$ cat src/rtl/axim_arb_pkg.sv
// Shared types and the round-robin pick helper for the AXIM channel arbiters.
package axim_arb_pkg;

    typedef enum logic [1:0] {IDLE, ISSUE, BUSY, DONE} arb_state_t;

    localparam int MAX_REQ = 8;

    // One-hot grant: first set bit of req at or after ptr, wrapping modulo n.
    function automatic logic [MAX_REQ-1:0] rr_pick(input logic [MAX_REQ-1:0] req,
                                                  input logic [2:0]         ptr,
                                                  input logic [3:0]         n);
        logic [MAX_REQ-1:0] grant;
        logic [3:0]         idx;
        grant = '0;
        for (int k = 0; k < MAX_REQ; k++) begin
            idx = {1'b0, ptr} + 4'(k);
            if (idx >= n) idx = idx - n;
            if ((4'(k) < n) && (grant == '0) && req[idx[2:0]]) grant[idx[2:0]] = 1'b1;
        end
        return grant;
    endfunction

endpackage

$ cat src/rtl/rr_arbiter.sv
// Combinational round-robin grant from a request vector and a priority pointer.
module rr_arbiter #(
    parameter int NUM_REQ = 2,
    parameter int PTR_W   = (NUM_REQ > 1) ? $clog2(NUM_REQ) : 1
) (
    input  logic [NUM_REQ-1:0] req,
    input  logic [PTR_W-1:0]   ptr,
    output logic [NUM_REQ-1:0] grant,
    output logic [PTR_W-1:0]   grant_idx,
    output logic               grant_vld
);
    import axim_arb_pkg::*;

    assign grant     = NUM_REQ'(rr_pick(MAX_REQ'(req), 3'(ptr), 4'(NUM_REQ)));
    assign grant_vld = |req;

    always_comb begin
        grant_idx = '0;
        for (int i = 0; i < NUM_REQ; i++) begin
            if (grant[i]) grant_idx = PTR_W'(i);
        end
    end

endmodule

$ cat src/rtl/axim_rd_arbiter.sv
// Round-robin sharing of one AXIM read control interface and its read stream
// between NUM_REQ requesters; one transfer in flight at a time.
module axim_rd_arbiter #(
    parameter int C_M_AXI_ADDR_WIDTH = 32,
    parameter int C_M_AXI_DATA_WIDTH = 32,
    parameter int C_XFER_SIZE_WIDTH  = 32,
    parameter int NUM_REQ            = 2
) (
    input  logic                                    clk,
    input  logic                                    reset,
    input  logic [NUM_REQ-1:0]                      req_valid_i,
    input  logic [NUM_REQ*C_M_AXI_ADDR_WIDTH-1:0]   req_raddr_i,
    input  logic [NUM_REQ*C_XFER_SIZE_WIDTH-1:0]    req_xfer_size_i,
    output logic [NUM_REQ-1:0]                      req_ack_o,
    output logic [NUM_REQ-1:0]                      req_done_o,
    output logic [C_M_AXI_DATA_WIDTH-1:0]           req_tdata_o,
    output logic [NUM_REQ-1:0]                      req_tvalid_o,
    input  logic [NUM_REQ-1:0]                      req_tready_i,
    output logic                                    req_tlast_o,
    output logic [C_M_AXI_ADDR_WIDTH-1:0]           ctrl_raddr_offset_o,
    output logic [C_XFER_SIZE_WIDTH-1:0]            ctrl_rxfer_size_o,
    output logic                                    ctrl_rstart_o,
    input  logic                                    ctrl_rdone_i,
    input  logic [C_M_AXI_DATA_WIDTH-1:0]           rd_tdata_i,
    input  logic                                    rd_tvalid_i,
    output logic                                    rd_tready_o,
    input  logic                                    rd_tlast_i
);
    import axim_arb_pkg::*;

    localparam int PTR_W = (NUM_REQ > 1) ? $clog2(NUM_REQ) : 1;

    arb_state_t                     state;
    logic [PTR_W-1:0]               rr_ptr;
    logic [PTR_W-1:0]               owner;
    logic                           done_seen;
    logic                           last_seen;

    logic [NUM_REQ-1:0]             grant;
    logic [PTR_W-1:0]               grant_idx;
    logic                           grant_vld;
    logic [C_M_AXI_ADDR_WIDTH-1:0]  sel_addr;
    logic [C_XFER_SIZE_WIDTH-1:0]   sel_size;
    logic [NUM_REQ-1:0]             owner_oh;
    logic                           busy;
    logic                           done_now;
    logic                           last_now;

    rr_arbiter #(
        .NUM_REQ (NUM_REQ),
        .PTR_W   (PTR_W)
    ) u_rr (
        .req       (req_valid_i),
        .ptr       (rr_ptr),
        .grant     (grant),
        .grant_idx (grant_idx),
        .grant_vld (grant_vld)
    );

    assign sel_addr = req_raddr_i[grant_idx*C_M_AXI_ADDR_WIDTH +: C_M_AXI_ADDR_WIDTH];
    assign sel_size = req_xfer_size_i[grant_idx*C_XFER_SIZE_WIDTH +: C_XFER_SIZE_WIDTH];
    assign owner_oh = NUM_REQ'(1) << owner;
    assign busy     = (state == BUSY);

    // Stream routing: only the owner sees the AXIM read stream, and only in BUSY.
    assign rd_tready_o  = busy & req_tready_i[owner];
    assign req_tvalid_o = busy ? (owner_oh & {NUM_REQ{rd_tvalid_i}}) : '0;
    assign req_tdata_o  = busy ? rd_tdata_i : '0;
    assign req_tlast_o  = busy & rd_tlast_i;

    assign done_now = done_seen | ctrl_rdone_i;
    assign last_now = last_seen | (rd_tvalid_i & rd_tready_o & rd_tlast_i);

    always_ff @(posedge clk or posedge reset) begin
        if (reset) begin
            state               <= IDLE;
            rr_ptr              <= '0;
            owner               <= '0;
            done_seen           <= 1'b0;
            last_seen           <= 1'b0;
            req_ack_o           <= '0;
            req_done_o          <= '0;
            ctrl_rstart_o       <= 1'b0;
            ctrl_raddr_offset_o <= '0;
            ctrl_rxfer_size_o   <= '0;
        end else begin
            case (state)
                IDLE: begin
                    if (grant_vld) begin
                        owner               <= grant_idx;
                        ctrl_raddr_offset_o <= sel_addr;
                        ctrl_rxfer_size_o   <= sel_size;
                        req_ack_o           <= grant;
                        // Nothing to move: skip AXIM and acknowledge together with done.
                        if (sel_size == '0) begin
                            req_done_o <= grant;
                            state      <= DONE;
                        end else begin
                            ctrl_rstart_o <= 1'b1;
                            state         <= ISSUE;
                        end
                    end
                end
                ISSUE: begin
                    ctrl_rstart_o <= 1'b0;
                    req_ack_o     <= '0;
                    state         <= BUSY;
                end
                BUSY: begin
                    done_seen <= done_now;
                    last_seen <= last_now;
                    if (done_now && last_now) begin
                        req_done_o <= owner_oh;
                        state      <= DONE;
                    end
                end
                DONE: begin
                    req_ack_o  <= '0;
                    req_done_o <= '0;
                    done_seen  <= 1'b0;
                    last_seen  <= 1'b0;
                    rr_ptr     <= (owner == PTR_W'(NUM_REQ - 1)) ? '0 : owner + 1'b1;
                    state      <= IDLE;
                end
                default: state <= IDLE;
            endcase
        end
    end

endmodule
$ cat config.mk
export PLATFORM = sky130hd
export DESIGN_NAME = axim_rd_arbiter
export DESIGN_NICKNAME = d
export VERILOG_FILES = /design/src/rtl/axim_arb_pkg.sv /design/src/rtl/rr_arbiter.sv /design/src/rtl/axim_rd_arbiter.sv
export SDC_FILE = /design/constraint.sdc
export NUM_CORES = 1
export LEC_CHECK = 0
export CAP_MARGIN = 20
export CELL_PAD_IN_SITES_DETAIL_PLACEMENT = 2
export CELL_PAD_IN_SITES_GLOBAL_PLACEMENT = 2
export CORE_MARGIN = 2
export CORE_UTILIZATION = 17
export DETAILED_ROUTE_END_ITERATION = 16
export PLACE_DENSITY_LB_ADDON = 0.1
export SYNTH_ARGS = -nofsm -noshare
export SYNTH_HDL_FRONTEND = slang
export SYNTH_SLANG_ARGS = --single-unit
$ cat constraint.sdc
create_clock -name clk -period 2.5 [get_ports clk]
set_input_delay 0.5 -clock clk [delete_from_list [all_inputs] [get_ports clk]]
set_output_delay 0.5 -clock clk [all_outputs]
set_load 0.02 [all_outputs]
==> flow_summary.json <==
{
  "cp_slowest_stage_delay_ns": 0.40,
  "end_kind": "output pin",
  "grt_pass1_vias": 4836,
  "p_int_mw": 4.615,
  "dieArea_um2": 24490,
  "crit_top_cell": "inv_1",
  "crit_fanout": 37,
  "post_cts_buffers": 0,
  "synth_top_area_share_pct": 47.47,
  "synth_area_leaders": "dfrtp_1 (47%), mux2i_1 (17%), o21ai_0 (8.4%), nand2_1 (6.6%), and2_1 (5.2%)",
  "grt_pass1_wl_mm": 26.59,
  "r2r_start": "state[0]",
  "setup_viol": 0,
  "place_congestion": 0.7719,
  "n_antenna_cell": 0,
  "maxSlewViolCount": 0,
  "arrival_ns": 1.79,
  "numPortBuffers": 273,
  "layout_common_cells": "clkdlybuf4s50_1 (237), dfrtp_1 (75), nand2_1 (69)",
  "fin_tns_setup_ns": 0,
  "rsz0062_at_grt": "no",
  "cts_tree": "done",
  "htree_levels": 3,
  "core_um2": 22710,
  "maxSlewHeadroom_pct": 69.63,
  "period_minus_slack_ns": 2.290,
  "grt.overflow.total": 0,
  "root_buffer": "clkbuf_16",
  "pwr-share-seq_pct": 27.2,
  "path_clk_slew_ns": 0.06,
  "cts-buffers-inserted": 9,
  "final_core_util_pct": 32.61,
  "slowest_stage": "dfrtp_1",
  "vdd_drop_max_uv": 252.0,
  "switching_power_mw": 3.249,
  "die_x_um": 156.5,
  "ios": 274,
  "powerDensity_nw_per_um2": 1062,
  "final_common_cell": "clkdlybuf4s50_1",
  "outcome": "completed",
  "leakage_nw": 3.347,
  "hpwlAfterDp_mm": 13.83,
  "drtPass1Iterations": 3,
  "nets": 864,
  "yosysTopAreaCell": "dfrtp_1",
  "worstMarginPinSlew_ns": 0.4514,
  "netlist_instances": 415,
  "yosysWarningCount": 0,
  "layout_worst_path_cycle_share_pct": 91.60,
  "cts_buffer_depth": 2,
  "ys_seq_area_share_pct": 47.47,
  "clock_latency_ns": 0.34,
  "drv_cap": 0,
  "final_hold_viol_count": 0,
  "track_usage_pct": 14.16,
  "clkPwrFrac_pct": 17.2,
  "cp-start-kind": "flop",
  "vias": 4234,
  "reg2reg_to": "req_done_o[0]",
  "synth_cell_types": 34,
  "pwr-share-comb_pct": 55.6,
  "drive_above_1_share_pct": 5.476,
  "cp_cell_sequence": "inv_1 -> ha_2 -> buf_12 -> inv_1 -> nor2_1 -> dlygate4sd2_1",
  "cts.sinks": 75,
  "seq_area_um2": 1877,
  "drtAntennaViolNets": 0,
  "drc": 0,
  "wire_per_inst_um": 17.55,
  "timing.fmax_mhz": 436.7,
  "start_util_pct": 17.41,
  "grt_start_max_net_pins": 53,
  "nFillCells": 2525,
  "antenna_found_initial": 1,
  "ys_ff_latch": 75,
  "multiInputGateArea_um2": 1946,
  "hold_path_class": "in2async",
  "worstSetupPathType": "reg2out",
  "syn_to_final_growth_pct": 87.31,
  "rows": 55,
  "wirelength_mm": 17.18,
  "syn_avg_cell_area_um2": 9.527,
  "finClkSkew_ns": 0.005272,
  "die_y_um": 156.5,
  "syn_nets": 589,
  "reg2reg_slack_ns": 0.38,
  "swShare_pct": 41.32,
  "critPathBufInv": 4,
  "cp_top_family": "buffers and inverters",
  "drtIter0Drc": 81,
  "required_ns": 2.00,
  "ff2ff_path_depth": 8,
  "netlist_area_um2": 3954,
  "vias_per_cell": 4.325
}
==> worst reg2reg max path, stage by stage, from the launching register on <==
cell     delay (ns)
dfrtp_1        0.40
inv_1          0.09
ha_2           0.26
buf_12         0.19
nand3_1        0.14
o211a_1        0.27
or2_1          0.28
o32a_1         0.35
nand3_1        0.08
==> what timing repair did <==
action                                  CTS  global route
hold buffers                              0             0
endpoints found under the setup margin   36             0
resized for setup                        37             0
hold endpoints to repair                  0             0
==> metal layers <==
layer,global-route usage [%],vias to the layer above,part of all wire [%]
li1,-,1996,-
met1,16.29,2053,40
met2,24.88,164,50
met3,4.265,19,7.2
met4,4.980,2,1.9
met5,0,-,0.070
==> cell type report <==
cell class	instances	share of cell area [%]
Timing Repair Buffer	291	38.96
Multi-Input combinational cell	303	26.27
Sequential cell	75	25.34
Tap cell	285	4.815
Clock buffer	11	3.413
Clock inverter	4	0.6758
Inverter	10	0.5237
==> how the worst max path moves through the flow <==
stage	endpoint	slack [ns]	startpoint	depth (start not counted)
after floorplan	ctrl_raddr_offset_o[0]	0.09	reset	1
after global placement	req_done_o[1]	0.05	req_xfer_size_i[22]	8
after detailed placement	req_done_o[0]	0.08	req_xfer_size_i[63]	8
after CTS	rd_tready_o	0.16	state[0]	6
after global routing	rd_tready_o	0.11	state[0]	6
final	rd_tready_o	0.21	state[0]	6
==> through the flow <==
stage          setup slack [ns]  instances  hold slack [ns]  total power [mW]  area (um2)
2_1_floorplan           0.09002        415           0.4626             4.353        3954
3_3_place_gp            0.05451        964           0.4635             6.619        7146
3_5_place_dp            0.08272        964           0.4706             6.744        7146
4_1_cts                  0.1616        979           0.4089             8.068        7406
5_1_grt                  0.1051        979           0.4141             8.518        7406
6_report                 0.2099        979           0.4128             7.864        7406
==> logic make-up after synthesis <==
group                      Yosys count  synth area share, %
adders and majority gates            5                1.582
DFF                                 75                47.47
AOI/OAI and AO/OA                   85                12.25
muxes                               66                16.71
buffers and inverters               37                3.956
and+or+nand+nor                    147                18.04
==> cells in the mapped netlist, drive strengths merged <==
master / instances
nor4: 16
nand2b: 1
buf: 14
a21oi: 1
a22oi: 1
o21ai: 67
nor3: 5
nor3b: 1
o22ai: 1
or3: 2
inv: 10
a2bb2oi: 1
nor2: 11
nand3: 3
a32o: 2
mux2i: 66
and2: 33
o32a: 2
o2111ai: 2
a21boi: 2
dfrtp: 75
or3b: 1
nand4: 4
clkbuf: 13
o211a: 1
ha: 5
a22o: 1
nand2: 69
or2: 1
o31ai: 4
==> flip-flops by register name, summed over array words and instances (netlist names) <==
name,cells
ctrl_rxfer_size_o,32
ctrl_rstart_o,1
owner,1
req_done_o,2
done_seen,1
rr_ptr,1
state,2
ctrl_raddr_offset_o,32
last_seen,1
req_ack_o,2
==> power by group through the flow <==
stage                     clock [mW]  sequential, mW  combinational, mW
after global routing            1.47            2.23               4.81
final                           1.36            2.14               4.37
after floorplan                    0            2.77               1.58
after detailed placement           0            2.17               4.57
after global placement             0            2.13               4.48
after CTS                       1.42            2.16               4.49
Note: power is estimated with default switching activity, not from simulation.
